[config.mk]
export PLATFORM = sky130hd
export DESIGN_NAME = uart_rx
export DESIGN_NICKNAME = d
export VERILOG_FILES = /design/src/rtl/uart_pkg.sv /design/src/rtl/uart_sync.sv /design/src/rtl/uart_rx.sv
export SDC_FILE = /design/constraint.sdc
export NUM_CORES = 1
export LEC_CHECK = 0
export CAP_MARGIN = 40
export CORE_MARGIN = 3
export CORE_UTILIZATION = 40
export DETAILED_ROUTE_END_ITERATION = 10
export HOLD_SLACK_MARGIN = 0.05
export PLACE_DENSITY = 0.73
export SLEW_MARGIN = 10
export SYNTH_ARGS = -nofsm -noshare
export SYNTH_HDL_FRONTEND = slang
export SYNTH_SLANG_ARGS = --single-unit
export TNS_END_PERCENT = 10
[constraint.sdc]
create_clock -name clk -period 1.6 [get_ports clk]
set_clock_uncertainty 0.15 [all_clocks]
set_input_delay 0.32 -clock clk [delete_from_list [all_inputs] [get_ports clk]]
set_output_delay 0.32 -clock clk [all_outputs]
set_load 0.05 [all_outputs]
[src/rtl/uart_pkg.sv]
// Shared UART definitions for the receiver and transmitter.
// Build option UART_RX_PARITY_EN adds the PARITY state to the receiver state set.
package uart_pkg;

    localparam int DATA_BITS_C         = 8;
    localparam int CLKS_PER_BIT_115200 = 868;

`ifdef UART_RX_PARITY_EN
    typedef enum logic [2:0] {IDLE, START, DATA, STOP, PARITY} rx_state_t;
`else
    typedef enum logic [1:0] {IDLE, START, DATA, STOP} rx_state_t;
`endif

endpackage

[src/rtl/uart_sync.sv]
// Two-flop synchronizer for an asynchronous input.
// Resets to 1 so that an idle-high line does not show a false edge when reset is released.
module uart_sync (
    input  logic clk,
    input  logic rst_n,
    input  logic d,
    output logic q
);

    logic meta;

    always_ff @(posedge clk) begin
        if (!rst_n) begin
            meta <= 1'b1;
            q    <= 1'b1;
        end else begin
            meta <= d;
            q    <= meta;
        end
    end

endmodule

[src/rtl/uart_rx.sv]
// 8N1 UART receiver with mid-bit sampling, one-cycle valid / framing-error pulses.
// Define UART_RX_PARITY_EN to receive an even-parity bit between data and stop.
module uart_rx
    import uart_pkg::*;
#(
    parameter int CLKS_PER_BIT = CLKS_PER_BIT_115200,
    parameter int DATA_BITS    = DATA_BITS_C
) (
    input  logic                 clk,
    input  logic                 rst_n,
    input  logic                 i_bit,
    output logic [DATA_BITS-1:0] data_out,
    output logic                 data_valid,
    output logic                 frame_err,
    output logic                 parity_err
);

    localparam int CNT_W = $clog2(CLKS_PER_BIT);
    localparam int IDX_W = $clog2(DATA_BITS);
    localparam logic [CNT_W-1:0] BIT_END  = CNT_W'(CLKS_PER_BIT - 1);
    localparam logic [CNT_W-1:0] HALF_END = CNT_W'(CLKS_PER_BIT / 2 - 1);
    localparam logic [IDX_W-1:0] LAST_IDX = IDX_W'(DATA_BITS - 1);

    logic                 rx_s;
    rx_state_t            state, state_next;
    logic [CNT_W-1:0]     clk_cnt, cnt_next;
    logic [IDX_W-1:0]     bit_idx, idx_next;
    logic [DATA_BITS-1:0] shift_reg, shift_next;
    logic [DATA_BITS-1:0] data_out_next;
    logic                 armed, armed_next;
    logic                 valid_next, ferr_next;
`ifdef UART_RX_PARITY_EN
    logic                 parity_bit, parity_next;
    logic                 perr_next;
`endif

    uart_sync u_sync (
        .clk   (clk),
        .rst_n (rst_n),
        .d     (i_bit),
        .q     (rx_s)
    );

    always_ff @(posedge clk) begin
        if (!rst_n) begin
            state      <= IDLE;
            clk_cnt    <= '0;
            bit_idx    <= '0;
            shift_reg  <= '0;
            armed      <= 1'b0;
            data_out   <= '0;
            data_valid <= 1'b0;
            frame_err  <= 1'b0;
        end else begin
            state      <= state_next;
            clk_cnt    <= cnt_next;
            bit_idx    <= idx_next;
            shift_reg  <= shift_next;
            armed      <= armed_next;
            data_out   <= data_out_next;
            data_valid <= valid_next;
            frame_err  <= ferr_next;
        end
    end

`ifdef UART_RX_PARITY_EN
    always_ff @(posedge clk) begin
        if (!rst_n) begin
            parity_bit <= 1'b0;
            parity_err <= 1'b0;
        end else begin
            parity_bit <= parity_next;
            parity_err <= perr_next;
        end
    end
`else
    assign parity_err = 1'b0;
`endif

    // armed only rises on a high line in IDLE, so a line stuck low never starts a frame
    always_comb begin
        state_next    = state;
        cnt_next      = clk_cnt + 1'b1;
        idx_next      = bit_idx;
        shift_next    = shift_reg;
        armed_next    = armed;
        data_out_next = data_out;
        valid_next    = 1'b0;
        ferr_next     = 1'b0;
`ifdef UART_RX_PARITY_EN
        parity_next   = parity_bit;
        perr_next     = 1'b0;
`endif
        case (state)
            IDLE: begin
                cnt_next = '0;
                idx_next = '0;
                if (rx_s) begin
                    armed_next = 1'b1;
                end else if (armed) begin
                    armed_next = 1'b0;
                    state_next = START;
                end
            end
            START: begin
                if (clk_cnt == HALF_END) begin
                    cnt_next   = '0;
                    state_next = rx_s ? IDLE : DATA;
                end
            end
            DATA: begin
                if (clk_cnt == BIT_END) begin
                    cnt_next            = '0;
                    shift_next[bit_idx] = rx_s;
                    idx_next            = bit_idx + 1'b1;
                    if (bit_idx == LAST_IDX) begin
`ifdef UART_RX_PARITY_EN
                        state_next = PARITY;
`else
                        state_next = STOP;
`endif
                    end
                end
            end
`ifdef UART_RX_PARITY_EN
            PARITY: begin
                if (clk_cnt == BIT_END) begin
                    cnt_next    = '0;
                    parity_next = rx_s;
                    state_next  = STOP;
                end
            end
`endif
            STOP: begin
                if (clk_cnt == BIT_END) begin
                    cnt_next   = '0;
                    state_next = IDLE;
                    if (!rx_s) begin
                        ferr_next = 1'b1;
`ifdef UART_RX_PARITY_EN
                    end else if (^{shift_reg, parity_bit}) begin
                        perr_next = 1'b1;
`endif
                    end else begin
                        valid_next    = 1'b1;
                        data_out_next = shift_reg;
                    end
                end
            end
            default: begin
                state_next = IDLE;
            end
        endcase
    end

endmodule
==> results.md, run 1 <==
- Status: finished, violations left
- Failing checks: setup timing
- Setup TNS: -490 ps
- Final setup vio count: 16
- Root Driver: clkbuf_8
- Crit. End Element: flop
- Slowest cell on the critical path: dfxtp_4
- Vias per cell: 5.01
- Ys async rst share: 0%
- Design Area, Final: 0.00215 mm²
- Clk slew on worst S/H paths: 70 ps
- CORE AREA: 0.00372 mm²
- Syn_nets: 183
- IO Pins: 14
- CP max stage delay: 370 ps
- Non-Filler Instances: 259
- N_diodes: 0
- Fin crit period: 1670 ps
- Final wirelength: 3100 µm
- Maxcap violations: 0
- First-pass GRT wire length: 5290 µm
- Mapped Area: 0.00156 mm²
- Port-buffer cells: 12
- Area after DPL: 0.00202 mm²
- Clk buf depth: 2
- GR Util All Layers: 15.5%
- Area Overhead vs Synth: 38.3%
- CTS tree: built
- Via count: 1297
- Avg WL per Cell: 11.9 µm
- Yosys warns: 0
- Initial core utilization: 41.9%
- Pwr dens: 805 mW/mm²
- Routing usage on met2: 23.2%
- CP Data Required Time: 1670 ps
- Unrepaired setup endpoints after global routing: yes
- Design Power: 1.73 mW
- Pin count of the biggest net entering global routing: 18
- CP top delay family: simple AND/OR/NAND/NOR gates
- Pint: 1.38 mW
- Final Net Count: 217
- Final setup margin: -68.4 ps
- Most common cell after layout, fill and taps aside: dfxtp_1
- Worst Path Arrival: 1740 ps
- Logic pwr share: 3.1%
- Chip Width: 68.4 µm
- Post-route DRC: 0
- Initial antenna violation count: 0
- Total grt overflow: 0
- Share of cells above drive strength 1: 25.6%
- H-tree depth: 2
- Final Core Density: 57.9%
- NetSw: 0.349 mW
- WP buf/inv: 0
- Period utilization: 104%
- Post-DP HPWL: 2210 µm
- Yosys cell types: 34
- Lkg Pwr: 0.830 nW
- Crit path max fanout: 5
- Crit start category: flop
- Post-Place Cells: 251
- Initial DRC count: 56
- Seq pwr share: 52.1%
- Fmax: 599 MHz
- DR pass1 iterations: 5
- Met1 GRT Util: 20.2%
- Total CTS buffers: 5
- Die ar.: 0.00467 mm²
- Global routing's busiest layer: met2
- Gpl congestion: 0.794
- # fillers: 310
- Avg Cell Area, Syn: 8.84 µm²
- Max Slew Vio Count: 0
- Clock Sinks: 36
- Seq/Total Area, Yosys: 46.3%
- Syn Inst Count: 176
- Number of global-route vias before repair: 1189
- Clock network power share: 44.7%
- Ordered list of cells on the worst path: ha_4 > and4bb_2 > nand4_1 > nor3b_2 > mux2i_1
- Met3 global-route usage: 4.93%
- Final ANT Viol Nets: 0
- Post-synthesis register bit count: 36
- Largest register FFs: 10
- Hold Vio Cnt, Final: 0
- Worst IR Drop VDD: 0.556 mV
- WS Path Type: reg -> reg
- Post-synth top flop: dfxtp_1
- Row cnt: 22
- EDFF count, synth: 0
- Worst Hold Class: reg -> reg
- Commonest cells after routing, fill and taps aside: 34 x dfxtp_1, 23 x buf_4, 20 x nand2_1
- Die H: 68.4 µm
- Switching share of total power: 20.1%
- Clk_lat worst skew: 290 ps
path summary, 6_finish.rpt:
check	slack (ps)	cells after the start	startpoint	to
min	270	1	u_sync.meta	u_sync.q
min reg2reg	270	1	u_sync.meta	u_sync.q
max reg2reg	-70	5	clk_cnt[1]	shift_reg[0]
max	-70	5	clk_cnt[1]	shift_reg[0]
synthesized netlist by cell type (3+ instances only):
cell	instances	share of area (%)
dfxtp_1	36	46
nand2_1	20	4.8
nand3_1	20	6.4
nor2_1	18	4.3
o21ai_0	10	3.2
nand4_1	9	3.6
clkbuf_1	8	1.9
mux2i_1	8	5.1
xnor2_1	5	2.8
ha_1	4	3.2
a21oi_1	3	0.97
nand2b_1	3	1.2
nor2b_1	3	1.2
nor3_1	3	0.97
xor2_1	3	1.7
per-stage QoR:
step                hold WS [ps]  setup slack [ps]
floorplan                    236             -19.9
global placement             239             -71.7
detailed placement           252             -97.1
CTS                          268             -78.3
global route                 286              -205
finish                       271             -68.4
routing by layer:
layer,wire length (µm),vias to the layer above
met5,0,-
met4,57,0
met3,129,5
met2,1440,26
met1,1460,586
li1,-,680
power by group through the flow:
stage	Sequential (mW)	Clock [mW]	Combinational (mW)
after floorplan	0.924	0	0.0319
after detailed placement	0.925	0	0.0543
final	0.903	0.775	0.0542
after global placement	0.925	0	0.0538
after global routing	0.903	0.833	0.0592
after CTS	0.905	0.790	0.0545
final cells by class:
type                            count  area (µm²)  area share [%]
Multi-Input combinational cell    128         823            38.3
Clock buffer                        6        72.6            3.37
Sequential cell                    36         728            33.9
Clock inverter                      2        35.0            1.63
Inverter                            2        7.51           0.349
Tap cell                           48        60.1            2.79
Timing Repair Buffer               37         424            19.7
timing repair:
item | 4_1_cts | 5_1_grt
pin swaps | 6 | 0
resized for setup | 2 | 3
hold buffers | 0 | 0
endpoints found under the setup margin | 15 | 26
buffers inserted | 0 | 0
endpoints found under the hold margin | 0 | 0
logic make-up after synthesis:
group,synth area share [%]
multiplexers,5.15
XOR/XNOR,4.51
flip-flops,46.3
other,0.241
adder cells (fa/ha/maj),3.22
AND/OR/NAND/NOR,29.6
buffers and inverters,3.22
AO/OA/AOI/OAI,7.72
(Power assumes the default switching activity.)
==> run 2: changes to the inputs <==
Settings changed: HOLD_SLACK_MARGIN 0.05 to 0.02, PLACE_DENSITY 0.73 to 0.6.
==> results.md, run 2 (synthesis results as in run 1) <==
- Share of cells above drive strength 1: 28.4% (+2.8 points)
- First-pass GRT wire length: 6180 µm (+17%)
- Pwr dens: 782 mW/mm² (-2.9%)
- N_diodes: 0 (unchanged)
- Reg-to-reg critical path startpoint: clk_cnt[0]
- Switching share of total power: 20.2% (+0.074 points)
- Commonest cells after routing, fill and taps aside: 34 x dfxtp_1, 26 x buf_4, 20 x nand2_1
- Total grt overflow: 0 (unchanged)
- Number of global-route vias before repair: 1389 (+17%)
- IO Pins: 14 (unchanged)
- Seq pwr share: 52.2% (about the same)
- Fin crit period: 1670 ps (-1.59 ps)
- Crit path max fanout: 4 (-1)
- Root Driver: clkbuf_8
- CORE AREA: 0.00372 mm² (unchanged)
- Max Slew Vio Count: 0 (unchanged)
- Chip Width: 68.4 µm (unchanged)
- Port-buffer cells: 12 (unchanged)
- Post-DP HPWL: 2440 µm (+10%)
- Setup TNS: -478 ps (+12.5 ps)
- Area after DPL: 0.00203 mm² (+0.49%)
- Crit. End Element: flop
- Avg WL per Cell: 13.2 µm (+11%)
- Unrepaired setup endpoints after global routing: yes
- CTS tree: built
- Post-CTS setup buffers: 0 (unchanged)
- Status: finished, violations left
- Pint: 1.38 mW (about the same)
- Slowest cell on the critical path: dfxtp_4
- Final ANT Viol Nets: 0 (unchanged)
- Failing checks: setup timing
- Hold Vio Cnt, Final: 0 (unchanged)
- Ordered list of cells on the worst path: ha_4 > and4bb_2 > nand4_1 > buf_6 > nor2_4 > mux2i_1
- Clock network power share: 44.6% (about the same)
- Initial DRC count: 83 (+48%)
- Logic pwr share: 3.2% (about the same)
- Final Core Density: 59.7% (+1.8 points)
- WS Path Type: reg -> reg
- Clk buf depth: 2 (unchanged)
- CP max stage delay: 360 ps (about the same)
- Most common cell after layout, fill and taps aside: dfxtp_1
- GR Util All Layers: 17.9% (+2.5 points)
- H-tree depth: 2 (unchanged)
- Non-Filler Instances: 263 (+1.5%)
- Maxcap violations: 0 (unchanged)
- CP Data Required Time: 1660 ps (about the same)
- Worst IR Drop VDD: 0.530 mV (-4.7%)
- Clk_lat worst skew: 280 ps (about the same)
- Initial core utilization: 41.9% (unchanged)
- NetSw: 0.351 mW (+0.54%)
- Hold-fix buffers, CTS: 0 (unchanged)
- Worst Path Arrival: 1730 ps (about the same)
- Design Area, Final: 0.00222 mm² (+3.1%)
- DR pass1 iterations: 4 (-1)
- Final setup margin: -66.8 ps (+1.59 ps)
- Post-route DRC: 0 (unchanged)
- Clk slew on worst S/H paths: 70 ps (about the same)
- Row cnt: 22 (unchanged)
- Worst Hold Class: reg -> reg
- Fmax: 600 MHz (about the same)
- Initial antenna violation count: 0 (unchanged)
- Worst hold path stage count: 1 (unchanged)
- Crit start category: flop
- Gpl congestion: 0.745 (-6.2%)
- R2R depth: 6 (+1)
- Period utilization: 104% (about the same)
- Worst Min Path Start: u_sync.meta
- Final Net Count: 221 (+1.8%)
- Clock Sinks: 36 (unchanged)
- WHS: 264 ps (-6.40 ps)
- Lkg Pwr: 0.844 nW (+1.7%)
- Post-Place Cells: 254 (+1.2%)
- Pin count of the biggest net entering global routing: 24 (+6)
- Die H: 68.4 µm (unchanged)
- Vias per cell: 5.21 (+3.9%)
- Total CTS buffers: 5 (unchanged)
- Beginning of the critical path: clk_cnt[0]
- Final wirelength: 3480 µm (+12%)
- Area Overhead vs Synth: 42.6%
- Die ar.: 0.00467 mm² (unchanged)
- Final setup vio count: 19 (+3)
- Via count: 1369 (+5.6%)
- Largest register FFs: 10 (unchanged)
==> run 2: cell count changes in the layout (fill, tap and decap cells not counted) <==
| cell | delta |
|---|---|
| nor2_1 | -2 |
| buf_12 | -1 |
| a31oi_1 | -1 |
| nor2b_4 | +1 |
| a31oi_4 | +2 |
| dfxtp_4 | -1 |
| nor2b_2 | -1 |
| nor2_4 | +2 |
| buf_4 | +3 |
| o21ai_0 | -2 |
| dfxtp_2 | +1 |
| o21ai_1 | +2 |
| buf_6 | +1 |
==> run 2: worst max-delay path, delay by kind of cell (launching register included) <==
family	cells	cell delay, ps
buf+inv	1	200
fa+ha+maj	1	130
flops	1	360
simple gates	3	580
mux	1	180
==> run 2: worst paths after layout <==
path / slack (ps) / endpoint
worst min-delay path: 260 / u_sync.q
worst max register to register: -70 / shift_reg[6]
worst max-delay path: -70 / shift_reg[6]
worst min register to register: 260 / u_sync.q
==> run 2: per-stage QoR <==
step | power [mW] | setup slack, ps
after global routing | 1.81 | -166
after global placement | 0.976 | -124
after CTS | 1.76 | -77.5
after detailed placement | 0.977 | -150
final | 1.74 | -66.8
after floorplan | 0.955 | -19.9
==> run 2: what timing repair did <==
| item | 4_1_cts | 5_1_grt |
|---|---|---|
| setup endpoints to repair | 25 | 32 |
| gates cloned | 1 | 0 |
| hold endpoints to repair | 0 | 0 |
| resized for setup | 10 | 5 |
| pin swaps | 3 | 6 |
==> run 2: layer usage <==
layer  GRT usage (%)  vias to the layer above  wire length, µm
met5               0                        -                0
met4            7.94                        0               74
met3            5.09                        8              159
met2            30.8                       28             1720
met1            20.5                      645             1520
li1                -                      688                -
==> run 2: power by group through the flow <==
stage                     combinational, mW  sequential, mW  clock, mW
after detailed placement             0.0514           0.926          0
after global placement               0.0506           0.925          0
final                                0.0553           0.905      0.775
after global routing                 0.0612           0.905      0.842
after CTS                            0.0557           0.905      0.799
after floorplan                      0.0319           0.924          0
==> run 2: cell type report <==
cell class | instances | area (µm²)
clock buffers | 6 | 72.6
clock inverters | 2 | 35.0
fillers | 329 | 1500
inverters | 2 | 7.51
multi-input cells | 129 | 880
flip-flops and latches | 36 | 726
well taps | 48 | 60.1
repair buffers | 40 | 438
==> run 3: changes to the inputs <==
Settings changed: PLACE_DENSITY 0.6 to 0.58, SYNTH_HIERARCHICAL set to 1.
Clock period 1.6 ns to 1.7 ns, I/O delays scaled along.
==> results.md, run 3 <==
- Status: finished, violations left
- Failing checks: setup timing
- Final wirelength: 3660 µm (+5.1%)
- Clk buf depth: 2 (unchanged)
- Post-route DRC: 0 (unchanged)
- Post-synth top area cell: dfxtp_1
- Row cnt: 22 (unchanged)
- Pin count of the biggest net entering global routing: 24 (unchanged)
- Avg WL per Cell: 14.0 µm (+5.5%)
- Hold Vio Cnt, Final: 0 (unchanged)
- Die H: 69.4 µm (+1.5%)
- Crit. End Element: flop
- Initial core utilization: 42.6% (+0.72 points)
- Post-synth top flop: dfxtp_1
- DR pass1 iterations: 4 (unchanged)
- Port-buffer cells: 12 (unchanged)
- Die ar.: 0.00481 mm² (+2.9%)
- Ys async rst share: 0% (unchanged)
- Fmax: 500 MHz (-17%)
- Clock Sinks: 36 (unchanged)
- Maxcap violations: 0 (unchanged)
- WS Path Type: reg -> reg
- Clk slew on worst S/H paths: 70 ps (about the same)
- Post-synthesis register bit count: 36 (unchanged)
- Period utilization: 118% (+13 points)
- Chip Width: 69.4 µm (+1.5%)
- Post-DP HPWL: 2420 µm (-0.94%)
- EDFF count, synth: 0 (unchanged)
- Lkg Pwr: 0.848 nW (+0.42%)
- Mapped Area: 0.00161 mm² (+3.2%)
- Worst Path Arrival: 2020 ps (+290 ps)
- Number of global-route vias before repair: 1296 (-6.7%)
- Via count: 1360 (-0.66%)
- Root Driver: clkbuf_8
- Most frequent cell after synthesis: dfxtp_1
- GR Util All Layers: 15.4% (-2.5 points)
- First-pass GRT wire length: 6110 µm (-1.1%)
- Syn Inst Count: 173 (-1.7%)
- Pwr dens: 724 mW/mm² (-7.4%)
- Worst Hold Class: reg -> reg
- Post-Place Cells: 251 (-1.2%)
- Commonest cells after routing, fill and taps aside: 31 x dfxtp_1, 27 x buf_4, 24 x nand2_1
- Clk_lat worst skew: 290 ps (about the same)
- Commonest cells in the netlist: 36 x dfxtp_1, 24 x nand2_1, 16 x mux2i_1, 16 x nor2_1, 12 x nand4_1
- CORE AREA: 0.00377 mm² (+1.5%)
- Crit path max fanout: 7 (+3)
- CP Data Required Time: 1720 ps (+60 ps)
- WHS: 280 ps (+15.5 ps)
- Final setup margin: -298 ps (-231 ps)
- N_diodes: 0 (unchanged)
- Fin crit period: 2000 ps (+331 ps)
- Total grt overflow: 0 (unchanged)
- Crit start category: flop
- Final Net Count: 220 (-0.45%)
- Unrepaired setup endpoints after global routing: yes
- Area Overhead vs Synth: 41.2%
- Final setup vio count: 29 (+10)
- CTS tree: built
- Register area: 727 µm² (+0.17%)
- Footprint of the multi-input gates: 896 µm² (+1.8%)
- Gpl congestion: 0.817 (+9.6%)
- Largest register FFs: 10 (unchanged)
- Yosys cell types: 35 (+2.9%)
- Yosys warns: 6 (+6)
- Share of cells above drive strength 1: 31.3% (+2.9 points)
- Non-Filler Instances: 262 (-0.38%)
- Most common cell after layout, fill and taps aside: dfxtp_1
- Hold-fix buffers, CTS: 0 (unchanged)
- Avg Cell Area, Syn: 9.28 µm² (+5.0%)
- Worst IR Drop VDD: 0.455 mV (-14%)
- Final ANT Viol Nets: 0 (unchanged)
- Max Slew Vio Count: 0 (unchanged)
- Syn_nets: 180 (-1.6%)
- Vias per cell: 5.19 (-0.28%)
- IO Pins: 14 (unchanged)
- H-tree depth: 2 (unchanged)
- Top-area cell type share of the netlist area: 44.9% (-1.4 points)
- Seq/Total Area, Yosys: 44.9% (-1.4 points)
- Total CTS buffers: 5 (unchanged)
- Initial antenna violation count: 0 (unchanged)
- Initial DRC count: 103 (+24%)
- Dominant cells by area after synthesis: dfxtp_1 45%, mux2i_1 10%, nand2_1 5.6%
- # fillers: 308 (-6.4%)
-- run 3: cell types whose count changed in the layout (fill, tap and decap cells not counted), sizes merged, moves of 3 or more --
cell,before,now
nand2,20,24
inv,2,6
o21ai,10,1
nor3,3,7
nand3,20,9
or3,0,3
mux2i,8,16
a31oi,4,0
nand4,9,12
-- run 3: final cells by class --
class / instances / area share (%)
clock buffers: 6 / 3.20
clock inverters: 2 / 1.55
inverters: 6 / 0.993
multi-input cells: 123 / 39.5
flip-flops and latches: 36 / 32.1
well taps: 48 / 2.65
repair buffers: 41 / 20.0
-- run 3: power breakdown --
| part | switching (mW) | leakage [nW] | internal (mW) | total [mW] |
|---|---|---|---|---|
| sequential | 0.00512 | 0.293 | 0.848 | 0.853 |
| combinational | 0.0311 | 0.499 | 0.0226 | 0.0537 |
| clock | 0.299 | 0.0552 | 0.435 | 0.734 |
-- run 3: through the flow --
stage | cell area, µm² | utilization (%) | setup WS (ps) | setup TNS (ps) | power, mW
after floorplan | 1620 | - | -211 | -4580 | 0.900
after global placement | 2060 | 54.6 | -241 | -4960 | 0.922
after detailed placement | 2060 | 54.6 | -290 | -5530 | 0.923
after CTS | 2220 | 58.9 | -260 | -5380 | 1.66
after global routing | 2270 | 60.1 | -333 | -6770 | 1.70
final | 2270 | 60.1 | -298 | -5120 | 1.64
-- run 3: critical path, stage by stage (launching register included) --
cell	delay, ps
dfxtp_2	320
or3b_4	410
or4b_4	540
a32oi_4	260
buf_12	150
nor2_1	40
-- run 3: final timing paths --
kind	from	end	slack, ps	depth (start not counted)
setup reg to reg	clk_cnt[2]	clk_cnt[9]	-300	5
setup / recovery	clk_cnt[2]	clk_cnt[9]	-300	5
hold / removal	u_sync/meta	u_sync/q	280	1
hold reg to reg	u_sync/meta	u_sync/q	280	1
-- run 3: layer usage --
metal | vias to the layer above | part of all wire, % | routed length, µm | global-route usage, %
met5 | - | 0 | 0 | 0
met4 | 0 | 1.2 | 43 | 5.86
met3 | 5 | 4.3 | 156 | 4.93
met2 | 29 | 49 | 1780 | 23.8
met1 | 641 | 46 | 1680 | 20.0
li1 | 685 | - | - | -
-- run 3: what timing repair did --
action,4_1_cts,5_1_grt
gates cloned,0,1
pin swaps,2,4
hold endpoints to repair,0,0
endpoints found under the setup margin,30,33
buffers inserted,2,0
resized for setup,6,7
-- run 3: cell families after synthesis --
| logic type | after synthesis | synth area share, % |
|---|---|---|
| fa+ha+maj | 4 | 3.12 |
| compound gates | 8 | 4.99 |
| other cells | 1 | 0.234 |
| xor+xnor | 8 | 4.36 |
| flops | 36 | 44.9 |
| buf+inv | 15 | 4.21 |
| simple gates | 85 | 28.2 |
| mux | 16 | 9.98 |
